==> src/rtl/sync_signal_monitor.sv <==
// sync_signal_monitor: synchronises an external level, strobes its edges and measures the
// width of each high pulse in clk cycles, presenting results on a one-entry valid/ready slot.
// Optional glitch filter on level_out: define SYNC_SIGNAL_MONITOR_GLITCH_FILTER_EN.
module sync_signal_monitor #(
   parameter int unsigned SYNC_STAGES = 2,
   parameter int unsigned CNT_W       = 16,
   parameter int unsigned MIN_WIDTH   = 3
) (
   input  logic             clk,
   input  logic             reset,
   input  logic             signal_in,
   input  logic             en,
   output logic             level_out,
   output logic             rise_pulse,
   output logic             fall_pulse,
   output logic             width_valid,
   input  logic             width_ready,
   output logic [CNT_W-1:0] width_data,
   output logic             width_ovf,
   output logic             overrun,
   input  logic             clr
);

   localparam logic [0:0] StIdle    = 1'b0;
   localparam logic [0:0] StMeasure = 1'b1;

   localparam logic [CNT_W-1:0] CntOne = {{(CNT_W-1){1'b0}}, 1'b1};

   // Reject illegal parameterisations at elaboration.
   if (SYNC_STAGES < 2 || SYNC_STAGES > 4 || MIN_WIDTH < 1 || MIN_WIDTH > 15) begin : gen_param_err
      $error("sync_signal_monitor: SYNC_STAGES must be 2..4 and MIN_WIDTH 1..15");
   end

   logic [SYNC_STAGES-1:0] sync_q, sync_d;
   logic                   sync_out;
   logic                   prev_q, prev_d;
   logic [0:0]             state_q, state_d;
   logic [CNT_W-1:0]       cnt_q, cnt_d;
   logic                   ovf_q, ovf_d;
   logic                   result_evt;
   logic                   xfer;
   logic                   valid_q, valid_d;
   logic [CNT_W-1:0]       data_q, data_d;
   logic                   wovf_q, wovf_d;
   logic                   overrun_q, overrun_d;

   // Shift signal_in through the synchroniser chain.
   always_comb begin
      sync_d = {sync_q[SYNC_STAGES-2:0], signal_in};
   end

   assign sync_out = sync_q[SYNC_STAGES-1];

`ifdef SYNC_SIGNAL_MONITOR_GLITCH_FILTER_EN
   logic [3:0] filt_cnt_q, filt_cnt_d;
   logic       level_q, level_d;

   // Accept a new level only after it has persisted MIN_WIDTH consecutive cycles.
   always_comb begin
      filt_cnt_d = 4'd0;
      level_d    = level_q;
      if (sync_out != level_q) begin
         if (filt_cnt_q == 4'(MIN_WIDTH - 1)) begin
            level_d = sync_out;
         end else begin
            filt_cnt_d = filt_cnt_q + 4'd1;
         end
      end
   end

   // Filter state registers.
   always_ff @(posedge clk or negedge reset) begin
      if (!reset) begin
         filt_cnt_q <= 4'd0;
         level_q    <= 1'b0;
      end else begin
         filt_cnt_q <= filt_cnt_d;
         level_q    <= level_d;
      end
   end

   assign level_out = level_q;
`else
   assign level_out = sync_out;
`endif

   // Edge detector: prev is level_out delayed one cycle.
   always_comb begin
      prev_d     = level_out;
      rise_pulse = level_out & ~prev_q;
      fall_pulse = ~level_out & prev_q;
   end

   // Measurement FSM: count high cycles from an enabled rise up to the fall.
   always_comb begin
      state_d    = state_q;
      cnt_d      = cnt_q;
      ovf_d      = ovf_q;
      result_evt = 1'b0;
      unique case (state_q)
         StIdle: begin
            if (rise_pulse && en) begin
               state_d = StMeasure;
               cnt_d   = CntOne;
               ovf_d   = 1'b0;
            end
         end
         StMeasure: begin
            if (!en) begin
               // Abandon: a partially enabled pulse is never reported.
               state_d = StIdle;
               ovf_d   = 1'b0;
            end else if (fall_pulse) begin
               result_evt = 1'b1;
               state_d    = StIdle;
               ovf_d      = 1'b0;
            end else if (cnt_q == {CNT_W{1'b1}}) begin
               ovf_d = 1'b1;
            end else begin
               cnt_d = cnt_q + CntOne;
            end
         end
         default: state_d = StIdle;
      endcase
   end

   // Result slot: load when empty or draining on this edge, otherwise drop and flag overrun.
   always_comb begin
      valid_d   = valid_q;
      data_d    = data_q;
      wovf_d    = wovf_q;
      overrun_d = overrun_q;
      xfer      = valid_q & width_ready;
      if (xfer) begin
         valid_d = 1'b0;
      end
      if (clr) begin
         overrun_d = 1'b0;
      end
      if (result_evt) begin
         if (!valid_q || xfer) begin
            valid_d = 1'b1;
            data_d  = cnt_q;
            wovf_d  = ovf_q;
         end else begin
            overrun_d = 1'b1;
         end
      end
   end

   // State registers.
   always_ff @(posedge clk or negedge reset) begin
      if (!reset) begin
         sync_q    <= '0;
         prev_q    <= 1'b0;
         state_q   <= StIdle;
         cnt_q     <= '0;
         ovf_q     <= 1'b0;
         valid_q   <= 1'b0;
         data_q    <= '0;
         wovf_q    <= 1'b0;
         overrun_q <= 1'b0;
      end else begin
         sync_q    <= sync_d;
         prev_q    <= prev_d;
         state_q   <= state_d;
         cnt_q     <= cnt_d;
         ovf_q     <= ovf_d;
         valid_q   <= valid_d;
         data_q    <= data_d;
         wovf_q    <= wovf_d;
         overrun_q <= overrun_d;
      end
   end

   assign width_valid = valid_q;
   assign width_data  = data_q;
   assign width_ovf   = wovf_q;
   assign overrun     = overrun_q;

endmodule

==> config.mk <==
export PLATFORM = sky130hd
export DESIGN_NAME = sync_signal_monitor
export DESIGN_NICKNAME = d
export VERILOG_FILES = /design/src/rtl/sync_signal_monitor.sv
export SDC_FILE = /design/constraint.sdc
export NUM_CORES = 1
export LEC_CHECK = 0
export BUFFER_PORTS_ARGS = -buffer_cell sky130_fd_sc_hd__buf_4
export CAP_MARGIN = 20
export CORE_MARGIN = 5
export CORE_UTILIZATION = 40
export CTS_CLUSTER_SIZE = 14
export DETAILED_ROUTE_END_ITERATION = 7
export PLACE_DENSITY = 0.64
export SYNTH_ARGS = -nofsm -noshare
export SYNTH_HDL_FRONTEND = slang
export SYNTH_SLANG_ARGS = --single-unit
==> constraint.sdc <==
create_clock -name clk -period 2.6 [get_ports clk]
set_input_delay 0.52 -clock clk [delete_from_list [all_inputs] [get_ports clk]]
set_output_delay 0.52 -clock clk [all_outputs]
set_load 0.01 [all_outputs]
==> reports/metrics.csv <==
metric,value,unit
CP max stage delay,720,ps
critical-path maximum fanout,11,
flip-flop and latch count after synthesis,40,
# placed instances,235,
"commonest cells after routing, fill and taps aside","dfrtp_1 (40), buf_4 (30), mux2_2 (17)",
initial DRC count,169,
Worst setup EP type,flip-flop,
DRC Markers,0,
Critical Path AT,2470,ps
RSZ-0062 raised after global routing,false,
Post-CTS Resized,0,
number of global-route vias before repair,1395,
Crit path top cell by count,a31oi_1,
proportion of layout cells with a drive suffix above 1,33.5,%
Synth Area per Inst,11.3,um2
Max Freq,434,MHz
final core utilization,49.3,%
crit path cell chain,ha_1 -> nand3_2 -> nor3_4 -> a31oi_1 -> or2_1 -> a31oi_1,
Initial Util,41.6,%
power density cells,638,nW/um2
"Remaining Overflow, GRT",0,
H-tree depth,2,
largest net degree at the start of global routing,41,
CP Buf/Inv Count,0,
antenna violations before repair,0,
CTS tree,built,
"commonest non-fill, non-tap cell in the layout",dfrtp_1,
register area share after synthesis,54.9,%
Critical Path Start Type,flip-flop,
"Slowest-stage cell, CP",a31oi_1,
Gate power share,14.8,%
routed vias/inst,5.60,
Critical Path Source,cnt_q[0]$_DFFE_PN0P_,
fin nets,197,
routed wire length per instance,16.2,um
sw frac,27.4,%
CTS Hold Bufs,0,
Synth Cell Area,1820,um2
Worst Tran Pin Value,880,ps
max-cap violations,0,
Final Non-Filler Cells,243,
P_leak,1.05,nW
RePlAce Congestion,0.839,
async set-reset flop share out of synthesis,100,%
ANT cells,0,
worst-skew pair later-pin latency,300,ps
Cell Rows,24,
Hold/Removal Path Class,input pin to async pin,
# clock sinks,40,
Setup Crit Path Kind,flip-flop to flip-flop,
Detail Route Antenna Nets,0,
port bufs,27,
final slew viol count,0,
outcome,"finished, final reports clean",
drt pass-1 iters,4,
Synth warnings,0,
Synth Instances,161,
Power Internal,1.00,mW
Synthesized Nets,168,
reg2reg start,cnt_q[0]$_DFFE_PN0P_,
Setup TNS,0,ps
Vias,1361,
die area,6010,um2
CTS root buf,clkbuf_8,
die height,77.5,um
"EDFF count, synth",0,
count of cell types in the netlist,41,
Worst VDD drop,0.000358,V
dpl hpwl,2690,um
endpoints failing hold,0,
period utilisation layout,88.6,%
post-synthesis to final-layout area growth,18.4,%
Top Ports,28,
setup violators final,0,
Max clock buf depth,2,
clock group share of total power,30.8,%
core area,4380,um2
Die Wd,77.5,um
sequential power share,54.4,%
Worst Skew,12.4,ps
total CTS buffers,5,
P_sw,0.377,mW
Worst-path clk slew,80,ps
Post-synth top flop,dfrtp_1,
Tot GR Track Use,14.1,%
first-pass GRT wire length,6680,um
Post-CTS Setup Inserts,0,
post-layout minimum cycle time,2300,ps
worst endpoint required time,2770,ps
"delay-heaviest family, CP",compound AO/OA/AOI/OAI gates,
final wirelength,3930,um
Max-Slew Margin vs Limit,41.1,%
total power,1.38,mW
[cell type report]
cell class	count	area (um2)
clock buffer	6	82.6
fill	399	2220
tap	52	65.1
multi-input combinational	111	769
sequential	40	1000
inverter	2	7.51
timing repair buffer	30	225
clock inverter	2	10.0
[worst register-to-register path, cell delays in order, from the launching register on]
cell	delay [ps]
dfrtp_1	430
ha_1	270
nand3_2	140
nor3_4	60
a31oi_1	720
or2_1	420
a31oi_1	160
[metal layers]
metal  up-vias  global-route usage [%]  wire, um  part of all wire [%]
met2        40                    22.4      1930                    49
li1        648                       -         -                     -
met1       666                    17.7      1680                    43
met4         0                    7.04        85                   2.2
met3         7                    3.82       237                   6.0
met5         -                       0         0                     0
[worst paths after layout]
kind | to | slack [ps] | cells past startpoint
setup / recovery | cnt_q[2]$_DFFE_PN0P_ | 300 | 6
hold / removal | width_ovf$_DFFE_PN0P_ | 180 | 1
setup reg to reg | cnt_q[2]$_DFFE_PN0P_ | 300 | 6
hold reg to reg | sync_q[1]$_DFF_PN0_ | 360 | 0
max in group asynchronous | width_data[2]$_DFFE_PN0P_ | 2060 | 1
min in group clk | sync_q[0]$_DFF_PN0_ | 330 | 1
[power groups by stage]
| stage | clock network (mW) | logic (mW) | registers (mW) |
|---|---|---|---|
| after floorplan | 0 | 0.0968 | 0.762 |
| after CTS | 0.438 | 0.207 | 0.750 |
| final | 0.425 | 0.204 | 0.750 |
| after global placement | 0 | 0.198 | 0.757 |
| after detailed placement | 0 | 0.205 | 0.761 |
| after global routing | 0.462 | 0.228 | 0.762 |
[per-stage QoR]
stage               instance area, um2  hold WS (ps)  worst slack, ps
floorplan                         1820           224              748
global placement                  2070           333              340
detailed placement                2070           350              236
CTS                               2160           205              293
global route                      2160           236             70.5
finish                            2160           177              295
[cell families (layout without fill, tap and decap cells)]
family                     count (synthesis)  count (layout)  synth area share [%]
AOI/OAI and AO/OA                         33              33                  12.5
adders and majority gates                  1               1                 0.686
buffers and inverters                     10              40                  2.95
DFF                                       40              40                  54.9
muxes                                     17              17                  10.5
and+or+nand+nor                           60              60                  18.5
[synthesized netlist by cell type (2+ instances only)]
library cell	n	area [um2]
nor2b_1	3	18.8
a31oi_1	9	56.3
nand4_1	2	12.5
a211o_1	2	17.5
nand2b_1	4	25.0
or2_1	2	12.5
clkbuf_1	2	7.51
a41oi_1	2	17.5
and3_1	4	25.0
inv_1	2	7.51
dfrtp_1	40	1000
nor2_1	3	11.3
o211ai_1	2	15.0
a21oi_1	7	35.0
o21ai_0	4	20.0
mux2_2	17	191
nand3_1	10	50.1
nor3_1	5	25.0
nand2_1	16	60.1
buf_2	4	20.0
[state kept, by name (all words and copies together) (netlist names)]
name	flops
width_ovf	1
width_data	16
state_q	1
prev_q	1
ovf_q	1
cnt_q	16
overrun	1
sync_q	2
width_valid	1
Note: power is estimated with default switching activity, not from simulation.
